--- src/rtl/codificador_rgb.sv ---
// codificador_rgb: debounces a 3-bit RGB colour code and emits one one-hot game code per press.
module codificador_rgb #(
    parameter int ESTAVEL_CICLOS = 4
) (
    input  logic       clock,
    input  logic       reset,
    input  logic       en,
    input  logic [2:0] rgb_in,
    output logic [3:0] dados,
    output logic       pronto,
    output logic       erro,
    output logic       ocupado,
    output logic [1:0] db_estado
);
    localparam int CW = $clog2(ESTAVEL_CICLOS) + 1;
    localparam logic [CW-1:0] CONT_MAX = CW'(ESTAVEL_CICLOS - 1);

    typedef enum logic [1:0] {OCIOSO, ESTABILIZA, EMITE, SOLTA} estado_t;

    estado_t       estado_q, estado_d;
    logic [CW-1:0] cont_q, cont_d;
    logic [2:0]    amostra_q, amostra_d;
    logic [3:0]    dados_q, dados_d;
    logic          pronto_q, pronto_d;
    logic          erro_q, erro_d;
    logic [3:0]    onehot;

    // 000 never reaches here as a sample, so zero marks the invalid codes 101/110/111
    always_comb
        onehot = amostra_q == 3'b010 ? 4'b0001 :
                 amostra_q == 3'b100 ? 4'b0010 :
                 amostra_q == 3'b011 ? 4'b0100 :
                 amostra_q == 3'b001 ? 4'b1000 : 4'b0000;

    always_comb begin
        estado_d  = estado_q;
        cont_d    = cont_q;
        amostra_d = amostra_q;
        dados_d   = dados_q;
        pronto_d  = 1'b0;
        erro_d    = 1'b0;
        if (!en) begin
            estado_d = OCIOSO;
            cont_d   = '0;
            dados_d  = '0;
        end else begin
            case (estado_q)
                OCIOSO: if (rgb_in != 3'b000) begin
                    amostra_d = rgb_in;
                    cont_d    = '0;
                    estado_d  = ESTABILIZA;
                end
                ESTABILIZA: if (rgb_in != amostra_q) begin
                    estado_d = OCIOSO;
                    cont_d   = '0;
                end else if (cont_q < CONT_MAX) begin
                    cont_d = cont_q + 1'b1;
                end else begin
                    estado_d = EMITE;
                    dados_d  = onehot != 4'b0000 ? onehot : dados_q;
                    pronto_d = onehot != 4'b0000;
                    erro_d   = onehot == 4'b0000;
                end
                EMITE: estado_d = SOLTA;
                SOLTA: estado_d = rgb_in == 3'b000 ? OCIOSO : SOLTA;
                default: estado_d = OCIOSO;
            endcase
        end
    end

    always_ff @(posedge clock) begin
        if (reset) begin
            estado_q  <= OCIOSO;
            cont_q    <= '0;
            amostra_q <= '0;
            dados_q   <= '0;
            pronto_q  <= 1'b0;
            erro_q    <= 1'b0;
        end else begin
            estado_q  <= estado_d;
            cont_q    <= cont_d;
            amostra_q <= amostra_d;
            dados_q   <= dados_d;
            pronto_q  <= pronto_d;
            erro_q    <= erro_d;
        end
    end

    assign dados     = dados_q;
    assign pronto    = pronto_q;
    assign erro      = erro_q;
    assign ocupado   = estado_q != OCIOSO;
    assign db_estado = estado_q;
endmodule
--- config.mk ---
export PLATFORM = sky130hd
export DESIGN_NAME = codificador_rgb
export DESIGN_NICKNAME = d
export VERILOG_FILES = /design/src/rtl/codificador_rgb.sv
export SDC_FILE = /design/constraint.sdc
export NUM_CORES = 1
export LEC_CHECK = 0
export BUFFER_PORTS_ARGS = -buffer_cell sky130_fd_sc_hd__buf_2
export CORE_ASPECT_RATIO = 1.1
export CORE_MARGIN = 2
export CORE_UTILIZATION = 30
export DETAILED_ROUTE_END_ITERATION = 8
export GPL_TIMING_DRIVEN = 0
export HOLD_SLACK_MARGIN = 0.05
export SYNTH_ARGS = -nofsm -noshare
export SYNTH_HDL_FRONTEND = slang
export SYNTH_SLANG_ARGS = --single-unit
export TNS_END_PERCENT = 50
--- constraint.sdc ---
create_clock -name clock -period 2 [get_ports clock]
set_input_delay 0.4 -clock clock [delete_from_list [all_inputs] [get_ports clock]]
set_output_delay 0.4 -clock clock [all_outputs]
set_load 0.01 [all_outputs]
==> flow_summary.ini <==
[setup_path]
required_ps = 2170
cp-start-kind = flip-flop
worstPathMaxFanout = 10
cp-end-kind = flip-flop
critPathKind = flip-flop to flip-flop
rr_worst_depth = 5
crit_arrival_ps = 1720

[cells_and_area]
nets = 108
antenna_cells = 0
synthToLayoutAreaGrowth_pct = 18.5
drive_gt1_share_pct = 24.2

[clock_network]
postCtsSetupRepairBufs = 0
cts_buffer_depth = 2
cts_root_buffer = clkbuf_4
cts_buffers = 3
htree_levels = 1
hold_buffers = 0
path_clk_slew_ps = 80
cts_resized = 0
worstSkewPairLatency_ps = 270
cts_tree = yes
cts.sinks = 14

[synth]
syn_nets = 89
netlist_area_sq_um = 702
ys_types = 30
synthCells = 82
ys_warn_count = 0
synth_area_leaders = dfxtp_1, nand2_1, a21oi_1
synth_largest_area_cell = dfxtp_1
ys_seq_area_share_pct = 39.9
ys_ff_latch = 14
synth_top_area_share_pct = 39.9
post_synth.cell_area_avg_sq_um = 8.56

[sta]
rsz0062_at_grt = false
max_freq_mhz = 647
fin_tns_setup_ps = 0
slew_violations = 0
clock_skew_ps = 2.75
period_share_pct = 77.3
slew-limit-headroom_pct = 69.6
worst_pin_slew_ps = 456
finalCriticalPeriod_ps = 1550
setup_viol = 0
hold_viol_final = 0

[power_and_ir_drop]
fin_total_pwr_mw = 0.507
p_comb_share_pct = 12.6
p_switching_mw = 0.127
power_frac_seq_pct = 57.3
p_clk_share_pct = 30.1
p_leak_nw = 0.320
power.internal_mw = 0.381
p_sw_share_pct = 25.0
peakVddDrop_uv = 322
p_per_area_nw_per_um2 = 610

[grt]
grt_max_degree = 11
use_met2_pct = 17.8
grt_use_total_pct = 11.4
grt_pass1_wl_um = 2370
grt_pass1_vias = 538
gr-usage-met3_pct = 1.91
gr-max-usage-layer = met2
grtUsageMet1_pct = 14.9
grt_antenna_before_repair = 0
overflow = 0

[die]
chipWidth_um = 50.1
core_area_sq_um = 2230
die-area_sq_um = 2740
io_pins = 15
rows = 18
fp.dieH_um = 54.7
initial_core_util_pct = 31.5

[min_path]
hp-class = input port to flip-flop
whs_path_depth = 2

[placed_design]
port_buffers = 14
gp_congestion = 0.691
hpwl_um = 1110

[drt]
dr.pass1.iters = 4
drc = 0
drt-total-wl_um = 1460
wl_per_cell_um = 11.3
via_per_inst = 5.20
drtIter0Drc = 8
vias = 671
ant_nets = 0

[outcome]
status = finished clean

[job]
drv_cap = 0
-- sequential cells by signal, summed over array words and instances (netlist names) --
| signal | flops |
|---|---|
| erro | 1 |
| dados | 4 |
| amostra_q | 3 |
| db_estado | 2 |
| pronto | 1 |
| cont_q | 3 |
-- cell usage in the layout (no fill, tap or decap) --
cell type / n
xor2_1: 1
o21bai_1: 1
nand2b_1: 1
nand2_1: 13
a22oi_1: 2
and3_1: 1
ha_1: 1
clkbuf_4: 3
and4_1: 1
a21o_1: 1
o21ai_0: 4
nand4_1: 2
or2_2: 1
or3_1: 1
nor3_1: 4
xnor2_2: 1
a31oi_1: 3
nand3_1: 1
buf_2: 15
nor3b_1: 2
a2111oi_2: 2
buf_1: 1
a211oi_1: 1
a21oi_1: 8
o22ai_1: 2
nor2_1: 4
xnor2_1: 2
buf_6: 2
o31ai_1: 1
dfxtp_1: 14
nor2b_1: 3
-- worst paths after layout --
check / from / slack [ps] / endpoint
worst min-delay path: reset / 340 / amostra_q[1]
worst min register to register: dados[2] / 470 / dados[2]
worst max register to register: amostra_q[1] / 450 / dados[3]
worst max-delay path: amostra_q[1] / 450 / dados[3]
-- routing by layer --
| metal | share of wire [%] | up-vias |
|---|---|---|
| met5 | 0 | - |
| met4 | 1.6 | 0 |
| met2 | 45 | 19 |
| met3 | 5.3 | 4 |
| li1 | - | 337 |
| met1 | 48 | 311 |
-- Yosys cell counts (all sizes together) --
cell     instances
a2111oi          2
nor2             4
nand2b           1
nor3             4
a22oi            2
buf              4
xnor2            3
o31ai            1
or2              1
and4             1
dfxtp           14
or3              1
a211oi           1
o21ai            4
o21bai           1
xor2             1
nand4            2
nand3            1
a31oi            3
and3             1
nor2b            3
o22ai            2
nand2           13
a21o             1
a21oi            8
nor3b            2
ha               1
-- area by class of cell --
type | count | area [sq um]
timing repair buffer | 14 | 70.1
sequential | 14 | 280
tap | 30 | 37.5
buffer | 4 | 31.3
clock buffer | 3 | 22.5
fill | 239 | 1400
multi-input combinational | 64 | 390
-- kinds of logic after synthesis --
group                    count (synthesis)  share of synthesized area (%)
XOR/XNOR                                 4                           6.06
flip-flops                              14                           39.9
buffers and inverters                    4                           4.45
AO/OA/AOI/OAI                           25                           23.7
adder cells (fa/ha/maj)                  1                           1.78
AND/OR/NAND/NOR                         34                           24.1
-- stage by stage --
stage                     setup WS [ps]  utilization [%]  cell area, sq um  cells  hold WS [ps]
after floorplan                     561                -               702     82           467
after global placement              426             36.3               810    126           464
after detailed placement            380             36.3               810    126           468
after CTS                           463             37.3               832    129           328
after global routing                353             37.3               832    129           330
final                               453             37.3               832    129           337
-- power by group through the flow --
| stage | registers [mW] | clock network, mW | logic, mW |
|---|---|---|---|
| floorplan | 0.296 | 0 | 0.0437 |
| global placement | 0.297 | 0 | 0.0626 |
| detailed placement | 0.297 | 0 | 0.0641 |
| CTS | 0.290 | 0.160 | 0.0646 |
| global route | 0.291 | 0.176 | 0.0711 |
| finish | 0.290 | 0.153 | 0.0641 |
-- critical path, cell delays in order, from the launching register on --
cell,delay [ps]
dfxtp_1,460
xnor2_1,180
and4_1,240
buf_6,140
a31oi_1,100
a2111oi_2,330
(Power assumes the default switching activity.)
